===== config.mk =====
export PLATFORM = sky130hd
export DESIGN_NAME = bcd_down_counter_flat
export DESIGN_NICKNAME = d
export VERILOG_FILES = /design/src/rtl/bcd_down_counter_pkg.sv /design/src/rtl/bcd_down_counter_if.sv /design/src/rtl/bcd_down_digit.sv /design/src/rtl/bcd_down_counter.sv /design/src/flat_wrapper.sv
export SDC_FILE = /design/constraint.sdc
export NUM_CORES = 1
export LEC_CHECK = 0
export CORE_AREA = 2 2 57 59
export CTS_BUF_LIST = sky130_fd_sc_hd__clkbuf_8
export CTS_CLUSTER_SIZE = 40
export DETAILED_ROUTE_END_ITERATION = 8
export DIE_AREA = 0 0 59 61
export GPL_TIMING_DRIVEN = 0
export SYNTH_ARGS = -nofsm -noshare
export SYNTH_HDL_FRONTEND = slang
export SYNTH_SLANG_ARGS = --single-unit
export TNS_END_PERCENT = 30

===== constraint.sdc =====
create_clock -name Clk -period 1.87 [get_ports Clk]
set_clock_uncertainty 0.05 [all_clocks]
set_input_delay 0.374 -clock Clk [delete_from_list [all_inputs] [get_ports Clk]]
set_output_delay 0.374 -clock Clk [all_outputs]
set_load 0.02 [all_outputs]

===== src/rtl/bcd_down_counter_pkg.sv =====
// bcd_down_counter_pkg: shared BCD digit constants and load clamp helper
package bcd_down_counter_pkg;
  localparam int DIGIT_W = 4;
  typedef logic [DIGIT_W-1:0] bcd_t;
  localparam bcd_t BCD_MAX = 4'd9;
  localparam bcd_t BCD_ZERO = 4'd0;
  function automatic bcd_t bcd_clamp(input bcd_t v);
    return (v > BCD_MAX) ? BCD_MAX : v;
  endfunction
endpackage


===== src/rtl/bcd_down_counter_if.sv =====
// bcd_down_counter_if: load/count/status bundle between a controller and the counter
interface bcd_down_counter_if #(parameter int DIGITS = 4);
  import bcd_down_counter_pkg::*;
  logic Load;
  logic [DIGIT_W*DIGITS-1:0] Load_val;
  logic Bin;
  logic [DIGIT_W*DIGITS-1:0] q;
  logic Bout;
  logic Zero;
  logic Load_err;
  modport master(output Load, Load_val, Bin, input q, Bout, Zero, Load_err);
  modport slave(input Load, Load_val, Bin, output q, Bout, Zero, Load_err);
endinterface


===== src/rtl/bcd_down_digit.sv =====
// bcd_down_digit: one BCD digit of the down-counter with borrow output
module bcd_down_digit
  import bcd_down_counter_pkg::*;
(
  input  logic Clk,
  input  logic Rst,
  input  logic Load,
  input  bcd_t Load_digit,
  input  logic Bin,
  input  logic Wrap,
  output bcd_t d,
  output logic Bout_digit
);
  bcd_t d_q, d_d;
  // a zero digit either rolls to 9 or, when the whole counter saturates, holds
  always_comb d_d = Load ? Load_digit : !Bin ? d_q : (d_q == BCD_ZERO) ? (Wrap ? BCD_MAX : BCD_ZERO) : d_q - 4'd1;
  always_ff @(posedge Clk) d_q <= Rst ? BCD_ZERO : d_d;
  assign d = d_q;
  assign Bout_digit = Bin & (d_q == BCD_ZERO);
endmodule


===== src/rtl/bcd_down_counter.sv =====
// bcd_down_counter: multi-digit BCD countdown with borrow chain, clamped load and zero flag
module bcd_down_counter
  import bcd_down_counter_pkg::*;
#(
  parameter int DIGITS = 4,
  parameter bit WRAP_EN = 1'b1
) (
  input logic Clk,
  input logic Rst,
  bcd_down_counter_if.slave bus
);
  logic [DIGITS:0] borrow;
  logic [DIGITS-1:0] clamped;
  logic [DIGIT_W*DIGITS-1:0] q;
  logic zero, wrap, err_q, err_d;
  assign borrow[0] = bus.Bin;
  assign zero = (q == '0);
  // lower digits must still roll over when a higher digit is nonzero
  assign wrap = WRAP_EN || !zero;
  for (genvar i = 0; i < DIGITS; i++) begin : g_digit
    bcd_t raw;
    assign raw = bus.Load_val[DIGIT_W*i +: DIGIT_W];
    assign clamped[i] = raw > BCD_MAX;
    bcd_down_digit u_digit (
      .Clk(Clk),
      .Rst(Rst),
      .Load(bus.Load),
      .Load_digit(bcd_clamp(raw)),
      .Bin(borrow[i]),
      .Wrap(wrap),
      .d(q[DIGIT_W*i +: DIGIT_W]),
      .Bout_digit(borrow[i+1])
    );
  end
  assign err_d = bus.Load & |clamped;
  always_ff @(posedge Clk) err_q <= Rst ? 1'b0 : err_d;
  assign bus.q = q;
  assign bus.Zero = zero;
  assign bus.Load_err = err_q;
  assign bus.Bout = borrow[DIGITS] & ~bus.Load & ~Rst;
endmodule


===== src/flat_wrapper.sv =====
// flat-port wrapper written by rule: the top's interface ports become plain ports
module bcd_down_counter_flat import bcd_down_counter_pkg::*;
#(
  parameter int DIGITS = 4,
  parameter bit WRAP_EN = 1'b1
)
  (Clk, Rst, bus_Load, bus_Load_val, bus_Bin, bus_q, bus_Bout, bus_Zero, bus_Load_err);
  bcd_down_counter_if #(.DIGITS(DIGITS)) bus_i ();
  input logic Clk;
  input logic Rst;
  input wire logic [$bits(bus_i.Load)-1:0] bus_Load;
  input wire logic [$bits(bus_i.Load_val)-1:0] bus_Load_val;
  input wire logic [$bits(bus_i.Bin)-1:0] bus_Bin;
  output wire logic [$bits(bus_i.q)-1:0] bus_q;
  output wire logic [$bits(bus_i.Bout)-1:0] bus_Bout;
  output wire logic [$bits(bus_i.Zero)-1:0] bus_Zero;
  output wire logic [$bits(bus_i.Load_err)-1:0] bus_Load_err;
  assign bus_i.Load = bus_Load;
  assign bus_i.Load_val = bus_Load_val;
  assign bus_i.Bin = bus_Bin;
  assign bus_q = bus_i.q;
  assign bus_Bout = bus_i.Bout;
  assign bus_Zero = bus_i.Zero;
  assign bus_Load_err = bus_i.Load_err;
  bcd_down_counter #(.DIGITS(DIGITS), .WRAP_EN(WRAP_EN)) u_core (.Clk(Clk), .Rst(Rst), .bus(bus_i));
endmodule

**After elaboration in Yosys (flattened, before gate mapping)**

Cells that the tools add are included.

- Output and inout port bits: 19
- Register bits: 17

- Reductions and logical operators: 10
- Multiplexer cells: 16
- Add/subtract/negate cells: 4
- $lt $le $gt $ge: 4
- Bitwise logic cells: 9

Operator list:

| operator | number |
|---|---|
| 4-bit 2-to-1 mux | 16 |
| 4-bit > comparator, second input constant | 4 |
| 16-bit zero test | 1 |
| 4-bit zero test | 4 |
| 4-bit by 1-bit subtractor with 4-bit output, second input constant | 4 |
| 2-bit nonzero test | 4 |
| 1-bit bitwise AND | 7 |
| 4-bit OR reduction | 1 |
| 1-bit NOT | 2 |

**Depth between registers and ports, before layout**

- Depth in word-level cells: 7
- Mapped depth: 5
- Depth with buffers taken out: 4

**Modules after synthesis**

From an unflattened synthesis, not the netlist that was laid out.

- Cells, all modules: 134
- Area total of the unflattened synthesis: 1146.1 µm²

Modules (own cells, without submodules):

| module | seq. area each (µm²) | instances | cells each | area each (µm²) |
|---|---|---|---|---|
| bcd_down_digit | 80.1 | 4 | 26 | 239.0 |
| bcd_down_counter | 20.0 | 1 | 30 | 190.2 |

**Worst setup path before layout**

OpenSTA, ideal clock, no wires.

- Path type: register -> output
- Start: register u_core.g_digit[2].u_digit.d_q[1]
- End: output port bus_Bout
- Required time: 1.446 ns
- Buffers on the path: 0
- Slack: -0.221 ns
- Arrival: 1.667 ns
- Cell stages (with the launch flop): 4
- Path through: dfxtp_1 -> nor4_4 -> nand4_4 -> nor4_1

- Longest elaborated chain between the ends: 5

RTL lines:

| element | line | RTL |
|---|---|---|
| start: declaration | bcd_down_digit.sv:14 | `bcd_t d_q, d_d;` |
| start signal: assignment | bcd_down_digit.sv:17 | `always_ff @(posedge Clk) d_q <= Rst ? BCD_ZERO : d_d;` |
| 4-bit zero test | bcd_down_digit.sv:19 | `assign Bout_digit = Bin & (d_q == BCD_ZERO);` |
| 1-bit bitwise AND (2 in series) | bcd_down_digit.sv:19 |  |
| 1-bit bitwise AND (2 in series) | bcd_down_counter.sv:40 | `assign bus.Bout = borrow[DIGITS] & ~bus.Load & ~Rst;` |
| end: declaration | flat_wrapper.sv:15 | `output wire logic [$bits(bus_i.Bout)-1:0] bus_Bout;` |

Every way passes these cells.

**Worst setup path in the final report**

- Start: register u_core.g_digit[1].u_digit.d_q[3]
- End: output port bus_Zero

- Longest elaborated chain between the ends: 1

RTL lines:

| element | line | RTL |
|---|---|---|
| start: declaration | bcd_down_digit.sv:14 |  |
| start signal: assignment | bcd_down_digit.sv:17 |  |
| 16-bit zero test | bcd_down_counter.sv:17 | `assign zero = (q == '0);` |
| end: declaration | flat_wrapper.sv:16 | `output wire logic [$bits(bus_i.Zero)-1:0] bus_Zero;` |

Every way passes these cells.

==> impl_results.md <==
- Diodes inserted: 0
- Skew-Pair Late Insertion Delay: 250 ps
- Buf/Inv on CP: 1
- Worst-Margin Slew: 512 ps
- Slowest CP cell: nor4_4
- Post-Syn Nets: 138
- Dpl cells: 188
- Final Critical Period: 1960 ps
- Worst slew margin: between 60% and 70%
- Port Buffers: 37
- Cell area after layout: around 0.0015 mm²
- Data arrival, critical path: 1540 ps
- Most frequent cells after synthesis: 17 x dfxtp_1, 11 x o21ai_0, 9 x nand2_1, 8 x nor2_1, 6 x a21oi_1
- Vias/cell: 5.77
- VDD IR max: approximately 290 µV
- H-tree Lvls: 1
- Main synth FF type: dfxtp_1
- Yosys top cell by area: dfxtp_1
- TritonRoute pass-1 iters: 4
- Ranking of synthesized cells by area: dfxtp_1 34%, o21ai_0 5.5%, a311oi_1 4.3%
- Root buf cell: clkbuf_8
- Post-Route Setup TNS: -117 ps
- Max FO, Critical Path: 5
- Power, Total: 1.01 mW
- Crit path max-delay family: simple AND/OR/NAND/NOR gates
- Power per Cell Area: 661 mW/mm²
- Die Y: 61 µm
- Flops & latches, synth: 17
- Setup WS pre-CTS: -952 ps
- Die X: 59 µm
- Post-synthesis cell area: 0.00101 mm²
- Count leader, synth: dfxtp_1
- DR vias: 1120
- Crit path cell chain: nor4_4, nand2_1, and3b_1, buf_6
- Async set-reset flop share out of synthesis: 0%
- DRT Wirelength: approximately 3000 µm
- Register area share after synthesis: 33.7%
- Initial antenna violation count: 0
- Post-DR wirelength/cell: 15.5 µm
- Post-synth EDFFs: 0
- Initial core utilization: 34.2%
- First-pass GRT wire length: 4690 µm
- Avg Cell Area, Syn: 8.55 µm²
- DPL Wire Length: roughly 2200 µm
- Final Non-Filler Cells: 194
- Proportion of layout cells with a drive suffix above 1: between 10% and 20%
- Status: complete, but fails checks
- Req. time, crit path: 1450 ps
- Setup CP Type: reg -> out
- GRT Total Usage: 17.4%
- # rows: 20
- Vias in the first global route: 1010
- Netlist cell types: 41
- Hold Violations, Final: 0
- Num Clock Sinks: 17
- CP Capture Type: output port
- Hold_buf cts: 0
- Routability cong.: 0.755
- Mapped Cells: around 120
- Fmax: 510 MHz
- Max Cap Violations: 0
- Top cell type's share of synthesized area: about a third
- Layout Nets: 182
- Dpl cell area: 0.00144 mm²
- Die footprint: approximately 0.0036 mm²
- Lkg Pwr: 0.531 nW
- Largest net degree at the start of global routing: 11
- Final-layout fill cell count: 298
- Final worst slack: -90.6 ps
- Max clock buf depth: 2
- Final Cycle Share: 105%
- Unrepaired setup endpoints after global routing: yes
- Worst hold margin: approximately 450 ps
- Slowest stage delay, CP: 400 ps
- Final ANT Viol Nets: 0
- Core area: 0.00295 mm²
- Drt first-iter violations: 23
- CTS Buf Count: 3
- CTS tree: yes
- DRC: 0
- Area delta synth->final: 50.9%
- Final Slew Violations: 0
- Yosys Warn Count: 0
- Worst setup SP type: register
- Total grt overflow: 0
- Finish-stage setup viols: 2
- Failing checks: negative setup slack
- HP Class: reg -> reg
- I/O pin cnt: 39
- Final core occ: 51.5%
- Clk slew on worst S/H paths: 70 ps
[final cells by class]
cell class	instances	area [µm²]	share of cell area (%)
multi-input combinational	91	658	43.3
timing repair buffer	40	389	25.6
sequential	17	353	23.2
clock buffer	3	41.3	2.71
tap	33	41.3	2.71
buffer	5	20.0	1.32
inverter	4	15.0	0.987
clock inverter	1	3.75	0.247
[timing repair]
item | in CTS | in global routing
setup buffers | 3 | 0
endpoints found under the setup margin | 4 | 6
cloned | 0 | 0
gates resized for setup | 20 | 5
pin swaps | 5 | 3
[power by group]
part	internal (mW)	switching, mW	leakage, nW	total (mW)
clock network	0.145	0.122	0.0269	0.267
logic	0.153	0.150	0.361	0.303
registers	0.391	0.0442	0.144	0.435
[worst paths after layout]
check | startpoint | endpoint | slack (ps) | depth (start not counted)
worst max-delay path | u_core.g_digit[1].u_digit.d[3] | bus_Zero | -90 | 4
worst min register to register | u_core.g_digit[3].u_digit.d[1] | u_core.g_digit[3].u_digit.d[1] | 450 | 2
worst min-delay path | u_core.g_digit[3].u_digit.d[1] | u_core.g_digit[3].u_digit.d[1] | 450 | 2
worst max register to register | u_core.g_digit[1].u_digit.d[3] | u_core.g_digit[3].u_digit.d[3] | 80 | 5
[worst reg2reg max path, stage by stage, from the launching register on]
cell      delay [ps]
dfxtp_2          350
nor4_4           400
nand4_4          150
buf_4            190
or3_1            310
a311oi_1         250
[registers in the layout, summed over array words and instances, names as in the netlist]
| signal | cells |
|---|---|
| u_core.bus.Load_err | 1 |
| u_core.g_digit.u_digit.d | 16 |
[logic make-up after synthesis]
| kind of cell | after synthesis | share of synthesized area [%] |
|---|---|---|
| AO/OA/AOI/OAI | 37 | 25.1 |
| AND/OR/NAND/NOR | 51 | 34.6 |
| multiplexers | 1 | 0.993 |
| buffers and inverters | 10 | 3.85 |
| XOR/XNOR | 2 | 1.74 |
| flip-flops | 17 | 33.7 |
[cell usage in the layout, fill, tap and decap left out, drive strengths merged, types with 2 or more instances in the layout]
cell type,count
a21o,2
a21oi,6
a221oi,4
a311oi,5
buf,6
clkbuf,7
clkdlybuf4s50,33
dfxtp,17
dlygate4sd2,2
inv,4
nand2,9
nand2b,4
nand3,3
nand3b,2
nand4,2
nand4b,2
nor2,8
nor3,4
nor3b,3
nor4,5
o21ai,11
o311ai,2
o41ai,2
or3,3
xnor2,2
[metal layers]
| layer | part of all wire (%) | global-route usage, % |
|---|---|---|
| met1 | 47 | 22.8 |
| met2 | 49 | 30.3 |
| met3 | 3.8 | 2.77 |
| met4 | 0.27 | 3.90 |
| met5 | 0 | 0 |
No activity file was read; power rests on OpenSTA's default activity.
